==> src/rtl/cpu4_pkg.sv <==
// Shared definitions for the 4-bit CPU: opcode map, fetch-unit state encoding
// and the operand-length helper used by the fetch unit.
package cpu4_pkg;

    localparam logic [3:0] OP_LD   = 4'h0;
    localparam logic [3:0] OP_STR  = 4'h1;
    localparam logic [3:0] OP_SEI  = 4'h2;
    localparam logic [3:0] OP_SML  = 4'h3;
    localparam logic [3:0] OP_JMP0 = 4'h4;
    localparam logic [3:0] OP_JMP1 = 4'h5;
    localparam logic [3:0] OP_JMP2 = 4'h6;
    localparam logic [3:0] OP_LDD  = 4'h7;
    localparam logic [3:0] OP_ARI0 = 4'h8;
    localparam logic [3:0] OP_ARI1 = 4'h9;
    localparam logic [3:0] OP_ARI2 = 4'hA;
    localparam logic [3:0] OP_ARI3 = 4'hB;
    localparam logic [3:0] OP_LOG0 = 4'hC;
    localparam logic [3:0] OP_LOG1 = 4'hD;
    localparam logic [3:0] OP_LOG2 = 4'hE;
    localparam logic [3:0] OP_SMH  = 4'hF;

    typedef enum logic [2:0] {
        ST_IDLE      = 3'd0,
        ST_FETCH_OP  = 3'd1,
        ST_FETCH_IMM = 3'd2,
        ST_FETCH_ADR = 3'd3,
        ST_ISSUE     = 3'd4
    } fetchState_t;

    function automatic logic isJmp(input logic [3:0] op);
        return (op == OP_JMP0) || (op == OP_JMP1) || (op == OP_JMP2);
    endfunction

    // Number of operand nibbles that follow the opcode nibble in program memory.
    function automatic int unsigned opr_nibbles(input logic [3:0] op, input int unsigned addrNib);
        if (op == OP_LDD)
            return 1;
        else if (isJmp(op))
            return addrNib;
        else
            return 0;
    endfunction

endpackage

==> src/rtl/inst_fetch.sv <==
// Instruction fetch/issue unit: walks the PC over a req/ack nibble memory,
// assembles operands and issues one instruction at a time on a valid/ready port.
module inst_fetch
    import cpu4_pkg::*;
#(
    parameter int unsigned             ADDR_NIB = 2,
    parameter logic [4*ADDR_NIB-1:0]   RST_PC   = '0
) (
    input  logic                  CLK1,
    input  logic                  RST_C,
    input  logic                  RUN,
    input  logic                  FLUSH,
    input  logic [4*ADDR_NIB-1:0] FLUSH_PC,
    output logic                  MEM_REQ,
    output logic [4*ADDR_NIB-1:0] MEM_ADDR,
    input  logic                  MEM_ACK,
    input  logic [3:0]            MEM_DATA,
    output logic                  D0,
    output logic                  D1,
    output logic                  D2,
    output logic                  D3,
    output logic [4*ADDR_NIB-1:0] OPR,
    output logic                  OP_V,
    input  logic                  OP_RDY,
    output logic                  BUSY
);

    localparam int unsigned PC_W  = 4 * ADDR_NIB;
    localparam int unsigned CNT_W = (ADDR_NIB > 1) ? $clog2(ADDR_NIB) : 1;

    fetchState_t      state;
    fetchState_t      nextState;
    logic [PC_W-1:0]  pc;
    logic [PC_W-1:0]  opr;
    logic [3:0]       opcode;
    logic [CNT_W-1:0] nibCnt;
    logic             flushPend;
    logic [PC_W-1:0]  flushTgt;

    logic             inFetch;
    logic             xfer;
    logic             goodAck;
    logic             redirect;
    logic             lastAdr;
    logic [PC_W-1:0]  redirectTgt;

    assign inFetch = (state == ST_FETCH_OP) || (state == ST_FETCH_IMM) || (state == ST_FETCH_ADR);
    assign xfer    = (state == ST_ISSUE) && OP_RDY;
    assign lastAdr = (nibCnt == CNT_W'(ADDR_NIB - 1));

    // A request is never withdrawn: a flush seen mid-request waits for the ack and drops its data.
    assign goodAck     = inFetch && MEM_ACK && !FLUSH && !flushPend;
    assign redirect    = (FLUSH && !inFetch) || (inFetch && MEM_ACK && (FLUSH || flushPend));
    assign redirectTgt = FLUSH ? FLUSH_PC : flushTgt;

    always_ff @(posedge CLK1 or negedge RST_C) begin
        if (!RST_C)
            state <= ST_IDLE;
        else
            state <= nextState;
    end

    always_comb begin
        nextState = state;
        case (state)
            ST_IDLE: begin
                if (RUN)
                    nextState = ST_FETCH_OP;
            end
            ST_FETCH_OP: begin
                if (goodAck) begin
                    if (opr_nibbles(MEM_DATA, ADDR_NIB) == 0)
                        nextState = ST_ISSUE;
                    else if (MEM_DATA == OP_LDD)
                        nextState = ST_FETCH_IMM;
                    else
                        nextState = ST_FETCH_ADR;
                end
            end
            ST_FETCH_IMM: begin
                if (goodAck)
                    nextState = ST_ISSUE;
            end
            ST_FETCH_ADR: begin
                if (goodAck && lastAdr)
                    nextState = ST_ISSUE;
            end
            ST_ISSUE: begin
                if (xfer)
                    nextState = RUN ? ST_FETCH_OP : ST_IDLE;
            end
            default: nextState = ST_IDLE;
        endcase
        if (redirect)
            nextState = RUN ? ST_FETCH_OP : ST_IDLE;
    end

    always_comb begin
        MEM_REQ = inFetch;
        OP_V    = (state == ST_ISSUE);
        BUSY    = (state != ST_IDLE);
    end

    assign MEM_ADDR = pc;
    assign OPR      = opr;
    assign {D3, D2, D1, D0} = opcode;

    // PC, flush bookkeeping and operand assembly.
    always_ff @(posedge CLK1 or negedge RST_C) begin
        if (!RST_C) begin
            pc        <= RST_PC;
            opcode    <= '0;
            opr       <= '0;
            nibCnt    <= '0;
            flushPend <= 1'b0;
            flushTgt  <= '0;
        end else begin
            if (redirect) begin
                pc        <= redirectTgt;
                flushPend <= 1'b0;
            end else begin
                if (FLUSH) begin
                    flushPend <= 1'b1;
                    flushTgt  <= FLUSH_PC;
                end
                if (goodAck)
                    pc <= pc + PC_W'(1);
                else if (xfer && isJmp(opcode))
                    pc <= opr;
            end

            if (goodAck) begin
                case (state)
                    ST_FETCH_OP: begin
                        opcode <= MEM_DATA;
                        opr    <= '0;
                        nibCnt <= '0;
                    end
                    ST_FETCH_IMM: opr <= PC_W'(MEM_DATA);
                    ST_FETCH_ADR: begin
                        opr[4*nibCnt +: 4] <= MEM_DATA;
                        nibCnt             <= nibCnt + CNT_W'(1);
                    end
                    default: ;
                endcase
            end
        end
    end

endmodule
==> config.mk <==
export PLATFORM = sky130hd
export DESIGN_NAME = inst_fetch
export DESIGN_NICKNAME = d
export VERILOG_FILES = /design/src/rtl/cpu4_pkg.sv /design/src/rtl/inst_fetch.sv
export SDC_FILE = /design/constraint.sdc
export NUM_CORES = 1
export LEC_CHECK = 0
export CORE_UTILIZATION = 35
export DETAILED_ROUTE_END_ITERATION = 6
export DONT_BUFFER_PORTS = 1
export HOLD_SLACK_MARGIN = 0.06
export PLACE_DENSITY_LB_ADDON = 0.25
export RECOVER_POWER = 50
export SLEW_MARGIN = 40
export SYNTH_ARGS = -nofsm -noshare
export SYNTH_HDL_FRONTEND = slang
export SYNTH_SLANG_ARGS = --single-unit
==> constraint.sdc <==
create_clock -name CLK1 -period 4.5 [get_ports CLK1]
set_input_delay 0.9 -clock CLK1 [delete_from_list [all_inputs] [get_ports CLK1]]
set_output_delay 0.9 -clock CLK1 [all_outputs]
set_load 0.005 [all_outputs]
==> results.txt <==
The run finished with clean final reports. Setup violations remaining at the end of the flow were counted as 0. The number of global-route vias before repair is 1323. The total clock sinks is 33. The arrival time of data at the critical path endpoint came out at 1.27 ns. Compared with the post-synthesis result, the final layout area differs by 5.73%. On the critical path, the stage with the largest delay is an instance of dfrtp_1. After routing the design area is 1960 sq um. The synthesis warning total came out at 0. For the worst setup path, the data required time is 3.60 ns. Setup repair after global routing left no endpoint under its margin. The wire length of the first global-routing pass came out at 6890 um. The total buffers and inverters traversed by the critical path came out at 0. In the synthesized netlist, the number of instances is 174.

The worst relative slew slack is 56.3%. The count of nets left with antenna violations once routing finished came out at 0. The critical path startpoint category is a flip-flop. The number of buffers created by CTS is 5.

The worst-case IR drop observed on VDD is 0.141 mV. For this run, design rule violations remaining after detail routing come to 0. The net total in the final layout came out at 192. For this run, the slowest stage of the critical path takes 0.57 ns. The synthesized design spends more area on one cell type than any other, namely dfrtp_1. The share of flip-flops with an asynchronous set or reset came out at 100%. 41 I/O pins were placed. Sequential cells were found to cover 44.5% of the synthesized design area. Before antenna repair, the detailed router went through 4 iterations. Dividing the detail-routed wire length by the instance count gives 17.7 um. Yosys instantiated no cell more often than dfrtp_1. The placement row count is 26. The worst setup path is captured at an output port. The leakage power total is 0.778 nW. The die outline width is 74.8 um. The half-perimeter wire length of the detailed placement result is 3170 um. Routability-driven placement finished with a final weighted congestion of 0.826.

The number of diodes added for antenna fixing is 0. The highest fanout seen on the critical path came out at 9. The number of antenna violations at the first check in global routing came out at 0. Broken down by cell family, the worst path's largest delay share belongs to flip-flops. The max-capacitance violation count came out at 0. The global-route congestion overflow total came out at 0. The clock transition at the registers of the reported paths came out at 0.07 ns.

Yosys attributes the largest share of cell area to dfrtp_1 (44%), mux2_2 (9.7%), a22o_1 (3.8%), buf_6 (3.0%), nand2_1 (2.4%). The setup TNS came out at 0 ns. The critical path goes through o21ba_1. Dividing the final minimum period by the clock period gives 48.3%. The worst setup path is of the reg2out kind. The die covers 5600 sq um.

Across the routed clock network, the largest skew measured is 0.00245 ns. Final hold analysis gives a worst-case slack of 0.303 ns. The aggregate routed wire length came out at 4320 um. The routed via count came out at 1340.

In this run the worst hold path is classified as in2async. After clock tree synthesis, the repair step resized 0 gates. The post-detailed-route via-to-cell ratio came out at 5.49. The vertical extent of the die came out at 74.8 um. The first routing iteration left 97 violations. The commonest cells after synthesis are dfrtp_1 (33), mux2_2 (16), nand2_1 (12), nor2_1 (12), a22o_1 (8).

The final-report max-slew violation count came out at 0. The cell at the root of the clock tree is clkbuf_8. The top cell type's share of synthesized area is 44.5%. The starting utilization of the core area came out at 36.4%. The most used flip-flop cell after synthesis is dfrtp_1. Yosys mapped a number of flops with a built-in enable equal to 0. The post-route netlist has 19.5% of its cells at a drive strength greater than 1.

The number of buffers added on ports is 0. Synthesis inferred 33 register bits. TritonCTS built the clock tree. The clock period minus worst slack is 2.17 ns. Entering global routing, the biggest net connects 34 pins. The insertion delay to the later sink of the worst-skew pair came out at 0.28 ns.

The total setup buffers inserted after CTS came out at 0. The number of buffers inserted by hold repair at cts is 0. In this run the cell area of the synthesized design comes to 1860 sq um.

The clock tree buffer depth came out at 2. The slew at the pin closest to its max-slew limit came out at 0.656 ns. For this run, the top clock speed supported by timing is 460 MHz. Fill cells in the final layout number 508. The global-route total usage across every layer is 16.8%.

The mean instance size in the synthesized netlist came out at 10.7 sq um. The synthesized netlist net count is 193. In this run the number of H-tree levels came out at 2.

The number of hold-slack violations in the final timing report came out at 0. The placeable core region is 5110 sq um. Once placement finished, the instance area stood at 1880 sq um.

Yosys mapped the design onto 43 distinct sky130hd cell types. The areal power density over the cells came out at 605 nW/um^2.
[worst paths after layout]
check                             from  cells after the start          end  slack, ns
max in group asynchronous        RST_C                      0     state[1]       4.12
min in group CLK1          flushTgt[5]                      1  flushTgt[5]       0.51
max reg2reg                   state[0]                      5    opcode[1]       2.39
min                              RST_C                      0  flushTgt[1]       0.30
max                           state[0]                      1      MEM_REQ       2.33
min reg2reg                flushTgt[5]                      1  flushTgt[5]       0.51
[stage by stage]
step                      util (%)  std cells  worst slack [ns]  power, mW
after detailed placement      36.9        236              2.20      0.987
after global routing          38.4        244              2.26       1.28
after CTS                     38.6        244              2.35       1.21
final                         38.4        244              2.33       1.19
after global placement        36.7        236              2.14      0.963
after floorplan                  -        174              2.36      0.918
[kinds of logic (layout without fill, tap and decap cells)]
family	after synthesis	count (layout)	share of synthesized area, %
AO/OA/AOI/OAI	50	50	20.7
flip-flops	33	33	44.5
multiplexers	21	21	13.1
buffers and inverters	15	15	5.19
adder cells (fa/ha/maj)	1	1	0.674
XOR/XNOR	6	6	2.83
AND/OR/NAND/NOR	48	48	13.1
[flip-flops by register name, indices dropped and copies added (netlist names)]
name and flops:
flushTgt 8, flushPend 1, MEM_ADDR 8, opcode 4, OPR 8, state 3
lastAdr 1
[layout by cell type (no fill, tap or decap), types with 2 or more instances in the layout]
cell type,instances
a31oi_1,5
nand2_1,12
inv_1,7
clkbuf_8,5
o22a_1,4
nand2b_1,2
o31ai_1,3
o21ai_0,5
o22ai_1,5
clkinv_2,2
nor3_1,2
xor2_1,2
nor2_1,12
xnor2_1,4
a22o_1,8
a211oi_1,2
mux2_2,16
nor2_2,3
a21oi_1,7
dfrtp_1,33
mux2i_1,4
and3_1,2
o21ai_1,3
nand3_1,7
[report_power, final]
group          internal, mW  total [mW]  leakage (nW)  switching, mW
Sequential            0.407       0.552         0.418          0.145
Combinational         0.208       0.418         0.316          0.210
Clock                 0.107       0.217        0.0439          0.110
[per-layer routing]
layer  vias up  track usage [%]  part of all wire [%]
li1        643                -                     -
met1       647             20.4                    41
met2        42             26.0                    47
met3         8             7.90                    10
met4         0             6.08                   1.6
met5         -                0                     0
[final cells by class]
class                      instances  area [sq um]  area share, %
inverter                           7          26.3           1.34
tap                               70          87.6           4.46
clock buffer                       5          68.8           3.51
sequential                        33           826           42.1
clock inverter                     3          17.5          0.892
multi-input combinational        126           937           47.7
No activity file was read; power rests on OpenSTA's default activity.
